`config.mk`:
```
export PLATFORM = sky130hd
export DESIGN_NAME = rx_cmd_sequencer
export DESIGN_NICKNAME = d
export VERILOG_FILES = /design/src/rtl/rx_cmd_sequencer.sv
export SDC_FILE = /design/constraint.sdc
export NUM_CORES = 1
export LEC_CHECK = 0
export ABC_AREA = 1
export CORE_ASPECT_RATIO = 0.8
export CORE_MARGIN = 2
export CORE_UTILIZATION = 53
export CTS_CLUSTER_DIAMETER = 30
export DETAILED_ROUTE_END_ITERATION = 10
export PLACE_DENSITY = 0.86
export SLEW_MARGIN = 0
export SYNTH_ARGS = -nofsm -noshare
export SYNTH_HDL_FRONTEND = slang
export SYNTH_SLANG_ARGS = --single-unit
```
`constraint.sdc`:
```
create_clock -name clk -period 2.6 [get_ports clk]
set_clock_uncertainty 0.15 [all_clocks]
set_input_delay 0.52 -clock clk [delete_from_list [all_inputs] [get_ports clk]]
set_output_delay 0.52 -clock clk [all_outputs]
set_load 0.02 [all_outputs]
```
`src/rtl/rx_cmd_sequencer.sv`:
```
// Command-frame controller behind the debug UART receiver: assembles opcode(+payload)
// frames from received bytes and issues them to the debug FSM over valid/ready.
module rx_cmd_sequencer #(
    parameter int          PAYLOAD_BYTES = 4,
    parameter int          TIMEOUT_TICKS = 320,
    parameter logic [7:0]  CMD_STEP      = 8'h01,
    parameter logic [7:0]  CMD_RUN       = 8'h02,
    parameter logic [7:0]  CMD_RESET     = 8'h03,
    parameter logic [7:0]  CMD_LOAD      = 8'h04
) (
    input  logic        clk,
    input  logic        rst,
    input  logic        s_tick,
    input  logic        rx_done,
    input  logic [7:0]  dout,
    input  logic        cmd_ready,
    output logic        cmd_valid,
    output logic [7:0]  cmd_code,
    output logic [31:0] cmd_data,
    output logic        busy,
    output logic        err_unknown,
    output logic        err_timeout,
    output logic        err_overrun,
    output logic [1:0]  dbg_state
);

    // Handshake: a command transfers on a rising edge where cmd_valid && cmd_ready;
    // cmd_code/cmd_data are held stable from cmd_valid rising until that transfer.
    typedef enum logic [1:0] {
        S_IDLE    = 2'd0,
        S_PAYLOAD = 2'd1,
        S_ISSUE   = 2'd2
    } state_t;

    localparam logic [1:0]  LAST_N   = 2'(PAYLOAD_BYTES - 1);
    localparam logic [15:0] TMO_LAST = 16'(TIMEOUT_TICKS - 1);

    state_t      r_state;
    logic [1:0]  r_n;
    logic [15:0] r_tcnt;
    logic        r_cmd_valid;
    logic [7:0]  r_cmd_code;
    logic [31:0] r_cmd_data;
    logic        r_busy;
    logic        r_err_unknown;
    logic        r_err_timeout;
    logic        r_err_overrun;

    logic        w_no_payload_op;

    assign w_no_payload_op = (dout == CMD_STEP) || (dout == CMD_RUN) || (dout == CMD_RESET);

    always_ff @(posedge clk or negedge rst) begin
        if (!rst) begin
            r_state       <= S_IDLE;
            r_n           <= 2'd0;
            r_tcnt        <= 16'd0;
            r_cmd_valid   <= 1'b0;
            r_cmd_code    <= 8'd0;
            r_cmd_data    <= 32'd0;
            r_busy        <= 1'b0;
            r_err_unknown <= 1'b0;
            r_err_timeout <= 1'b0;
            r_err_overrun <= 1'b0;
        end else begin
            r_err_unknown <= 1'b0;
            r_err_timeout <= 1'b0;
            r_err_overrun <= 1'b0;
            case (r_state)
                S_IDLE: begin
                    if (rx_done) begin
                        if (w_no_payload_op) begin
                            r_cmd_code  <= dout;
                            r_cmd_data  <= 32'd0;
                            r_cmd_valid <= 1'b1;
                            r_busy      <= 1'b1;
                            r_state     <= S_ISSUE;
                        end else if (dout == CMD_LOAD) begin
                            r_cmd_code <= dout;
                            r_cmd_data <= 32'd0;
                            r_n        <= 2'd0;
                            r_tcnt     <= 16'd0;
                            r_busy     <= 1'b1;
                            r_state    <= S_PAYLOAD;
                        end else begin
                            r_err_unknown <= 1'b1;
                        end
                    end
                end
                S_PAYLOAD: begin
                    // A byte in the same cycle as a tick takes priority and restarts the timeout.
                    if (rx_done) begin
                        r_cmd_data[{r_n, 3'b000} +: 8] <= dout;
                        r_tcnt <= 16'd0;
                        if (r_n == LAST_N) begin
                            r_cmd_valid <= 1'b1;
                            r_state     <= S_ISSUE;
                        end else begin
                            r_n <= r_n + 2'd1;
                        end
                    end else if (s_tick) begin
                        if (r_tcnt == TMO_LAST) begin
                            r_err_timeout <= 1'b1;
                            r_cmd_data    <= 32'd0;
                            r_busy        <= 1'b0;
                            r_state       <= S_IDLE;
                        end else begin
                            r_tcnt <= r_tcnt + 16'd1;
                        end
                    end
                end
                S_ISSUE: begin
                    if (rx_done) begin
                        r_err_overrun <= 1'b1;
                    end
                    if (r_cmd_valid && cmd_ready) begin
                        r_cmd_valid <= 1'b0;
                        r_busy      <= 1'b0;
                        r_state     <= S_IDLE;
                    end
                end
                default: begin
                    r_cmd_valid <= 1'b0;
                    r_busy      <= 1'b0;
                    r_state     <= S_IDLE;
                end
            endcase
        end
    end

    assign cmd_valid   = r_cmd_valid;
    assign cmd_code    = r_cmd_code;
    assign cmd_data    = r_cmd_data;
    assign busy        = r_busy;
    assign err_unknown = r_err_unknown;
    assign err_timeout = r_err_timeout;
    assign err_overrun = r_err_overrun;
    assign dbg_state   = r_state;

endmodule

```
After elaboration in Yosys (flattened, before gate mapping). Index checks and enable logic that the tools add are counted. Widths: inputs -> output; s select.

Add/subtract/negate cells: 3. Shift operators: 2. Reductions and logical operators: 13. Eq/ne operators: 24. Muxes and demuxes: 55.

Operators with widths (number): $mux 32 (6); $mux 16 (6); $pmux 32 s2 (1); $bwmux 32 (1); $pmux 16 s2 (1); $shift 8x7->32 const A (1); $shiftx 8x7->32 (1); $mux 2 (13); $reduce_and 6->1 (4); $ne 2x2->1 const B (11); $mux 1 (21); $add 16x1->16 const B (1); $eq 16x9->1 const B (1); $eq 8x2->1 const B (2); $mux 8 (2); $ne 3x3->1 const B (5); $reduce_and 5->1 (2); $eq 8x1->1 const B (1); $eq 8x3->1 const B (1); $neg 5->7 (1); $pmux 1 s3 (2); $pmux 2 s3 (1); $eq 2x2->1 const B (2); $pmux 2 s2 (1); other kinds (7) (9).

Output and inout bits: 47. Input port bits: 13. Register bits: 65.

Logic depth before layout (Yosys ltp).
Word-level depth: 6. Depth in mapped cells: 11. Mapped depth without buffers: 11.

Least setup slack after synthesis. OpenSTA, ideal clock, no wires.

Kind: flip-flop to flip-flop. From: register r_n[0]. To: register r_cmd_data[10], in the netlist cmd_data[10]. Path buffers: 1. Arrival: 1719 ps. Cell stages (with the launch flop): 8. Library setup time: 66 ps. Period minus slack after synthesis: 1935 ps. Slack: 665 ps. Data required time: 2384 ps. Cells stage by stage: dfrtp_1 > buf_2 > inv_1 > ha_1 > inv_1 > nor4_4 > nand2_1 > nand2_1.

Cells in the longest elaborated chain, start to end: 5. Elaborated cells on any way between the ends: 6. Those cells by class: 1 x add/sub; 2 x shift; 3 x mux.

RTL lines: start: declaration (RTL line 39) `logic [1:0] r_n;`; start signal: assignment (RTL line 99) `r_n <= r_n + 2'd1;`; $neg 5->7 * (RTL line 93) `r_cmd_data[{r_n, 3'b000} +: 8] <= dout;`; $shiftx 8x7->32 or $shift 8x7->32 (tied branches) (RTL line 93); $bwmux 32 * (RTL line 93); $mux 32 * (RTL line 92) `if (rx_done) begin`; $pmux 32 s2 * (RTL line 69) `case (r_state)`; end signal: indexed assignment (RTL line 93); end: declaration (RTL line 43) `logic [31:0] r_cmd_data;`.

Mark *: on every way between the ends. The rest lies on a longest branch, timed or not. A chain may end at the register's enable or synchronous reset.

Worst setup path in the final report.
From: register r_state[0], in the netlist dbg_state[0]. To: output dbg_state[0].

RTL lines: start: declaration (RTL line 38) `state_t r_state;`; start signal: assignment (RTL line 55) `r_state <= S_IDLE;`; start signal: assignment (RTL line 77) `r_state <= S_ISSUE;`; start signal: assignment (RTL line 84) `r_state <= S_PAYLOAD;`; end: declaration (RTL line 24) `output logic [1:0] dbg_state`.

No word-level cell between the ends.

==> results.toml <==
[layout]
antennaDiodeCount = 0
syn2layout_area_growth_pct = 26.7
final_nets = 535
final_area_mm2 = 0.00429
utilization_pct = 68.4
final_layout_size_suffix_gt1_share_pct = 9.23

[pwr]
vdd_drop_max_v = 0.000430
power.density_mw_per_mm2 = 724
power_mw = 3.11
power_leakage_nw = 2.15

[place]
dpl_cell_area_mm2 = 0.00412
place.gp.congestion = 0.957
io_buffers = 59
hpwlAfterDp_um = 6190

[worst_setup_path]
crit_path_max_incr_delay_ns = 0.69
crit_type = "reg2out"
crit_arrival_ns = 1.61
cp_max_fo = 9
crit_buf_inv = 1
critPathRequiredTime_ns = 1.93
critPathTopFamily = "buffers and inverters"
end_kind = "output pin"
start_kind = "register"
cpMaxStageDelayCell = "clkdlybuf4s50_1"
path_cells = "clkdlybuf4s50_1"

[drt]
vias = 3175
first_iter_violations = 274
drc = 0
drt_wl_total_um = 8390
dr.pass1.iters = 6
vias_per_cell = 5.26
ant_nets = 0
wl_per_cell_um = 13.9

[timing]
fin_crit_sh_pct = 87.6
finalSetupViolCount = 0
worst_pin_slew_ns = 0.533
max_slew_margin_pct = 64.4
totalNegativeSetupSlack_ns = 0
fmaxAchievable_ghz = 0.439
hold_viol = 0
final_max_slew_viol_count = 0
whs_ns = 0.0186
timing.final.crit_period_ns = 2.28
rsz0062_at_grt = "no"

[floorplan]
initial_utilization_pct = 54.0
die_w_um = 93.4
die_y_um = 75.5
ios = 60
core_area_mm2 = 0.00628
dieArea_mm2 = 0.00705
rows = 26

[clock_tree]
cts_buffers = 9
cts.sinks = 65
cts_max_level = 3
path_clk_slew_ns = 0.07
postCtsSetupRepairBufs = 0
cts_tree = "built"
clk_latency_ns = 0.33
ctsResizeCount = 0
clockBufferDepth = 2
hold_buffers = 0
clockRootBuffer = "clkbuf_8"

[synth]
synthTopCellsByArea = "dfrtp_1 48%, nand2_1 21%, inv_1 5.6%"
synth_seq_area_share_pct = 48.0
ys_types = 29
synthTopCellsByCount = "186 x nand2_1, 65 x dfrtp_1, 51 x inv_1"
post_synth.cell_area_avg_um2 = 7.60
synth_edf_count = 0
synthesis.area_mm2 = 0.00339
yosysTopAreaCellShare_pct = 48.0
synth.most_common_cell = "nand2_1"
yosys_warnings = 0
synth_cells = 446
ys.flop_type = "dfrtp_1"
async_flop_share_pct = 100
synth-seq-cells = 65
yosys.area.top_type = "dfrtp_1"
synth.net_count = 464

[grt]
grt_use_total_pct = 25.0
grt_max_degree = 44
antenna_found_initial = 0
grt_pass1_wl_um = 13600
grt_pass1_vias = 2857
gr-total-overflow = 0

[outcome]
status = "completed"

[hold_path]
hold_class = "in2async"

[flow_run]
maxCapViolations = 0
## registers in the layout, summed over array words and instances, names as in the netlist
| signal | flops |
|---|---|
| busy | 1 |
| cmd_code | 8 |
| cmd_data | 32 |
| cmd_valid | 1 |
| dbg_state | 2 |
| err_overrun | 1 |
| err_timeout | 1 |
| err_unknown | 1 |
| r_n | 2 |
| r_tcnt | 16 |
## cell usage in the layout (no fill, tap or decap), types with 3 or more instances in the layout
master           netlist  routed
o21ai_1                5       5
o21bai_1               3       3
o21ai_0               19      19
inv_2                  4       4
ha_1                   5       5
or2_2                  3       3
nand2_1              186     186
nand2_2                5       5
dfrtp_1               65      65
clkbuf_8               0      11
buf_4                  3       6
inv_1                 51      51
nor2_1                39      39
nand3_4                4       4
nand4_1               18      18
clkdlybuf4s50_1        0      58
nand3_1               16      16
nor2_2                 4       4
## stage by stage
step                      setup slack (ns)  cells
final                                0.322    604
after global routing                 0.277    604
after floorplan                      0.665    446
after CTS                            0.314    604
after detailed placement             0.192    590
after global placement               0.247    590
## layer usage
layer	routed length [um]	global-route usage, %
met1	3750	35.6
met2	3960	38.9
met3	627	6.03
met4	46	6.86
met5	0	0
## area by class of cell
type                            instances  area, um^2
Clock buffer                           11         151
Inverter                               55         206
Timing Repair Buffer                   67         671
Tap cell                               84         105
Clock inverter                          3        17.5
Fill cell                             488        1990
Sequential cell                        65        1630
Multi-Input combinational cell        319        1520
## worst paths after layout
check / from / to / slack [ns] / depth (start not counted)
min in group clk: cmd_data[28]$_DFFE_PN0P_ / cmd_data[28]$_DFFE_PN0P_ / 0.32 / 2
max in group asynchronous: rst / cmd_data[30]$_DFFE_PN0P_ / 1.68 / 2
max reg2reg: r_n[1]$_DFFE_PN0P_ / cmd_data[11]$_DFFE_PN0P_ / 0.59 / 6
min reg2reg: cmd_data[28]$_DFFE_PN0P_ / cmd_data[28]$_DFFE_PN0P_ / 0.32 / 2
min: rst / cmd_data[22]$_DFFE_PN0P_ / 0.02 / 1
max: dbg_state[0]$_DFFE_PN0P_ / dbg_state[0] / 0.32 / 1
## kinds of logic (layout without fill, tap and decap cells)
logic type,Yosys count,after routing,synth area share [%]
simple gates,283,283,37.9
flops,65,65,48.0
buf+inv,62,136,7.27
compound gates,30,30,4.73
fa+ha+maj,5,5,1.85
xor+xnor,1,1,0.259
## power breakdown
group          leakage, nW  total, mW  switching, mW  internal [mW]
registers            0.864       1.26          0.108           1.15
clock network       0.0871      0.751          0.366          0.384
logic                 1.20       1.10          0.685          0.416
Power figures use the tool's default switching activity.
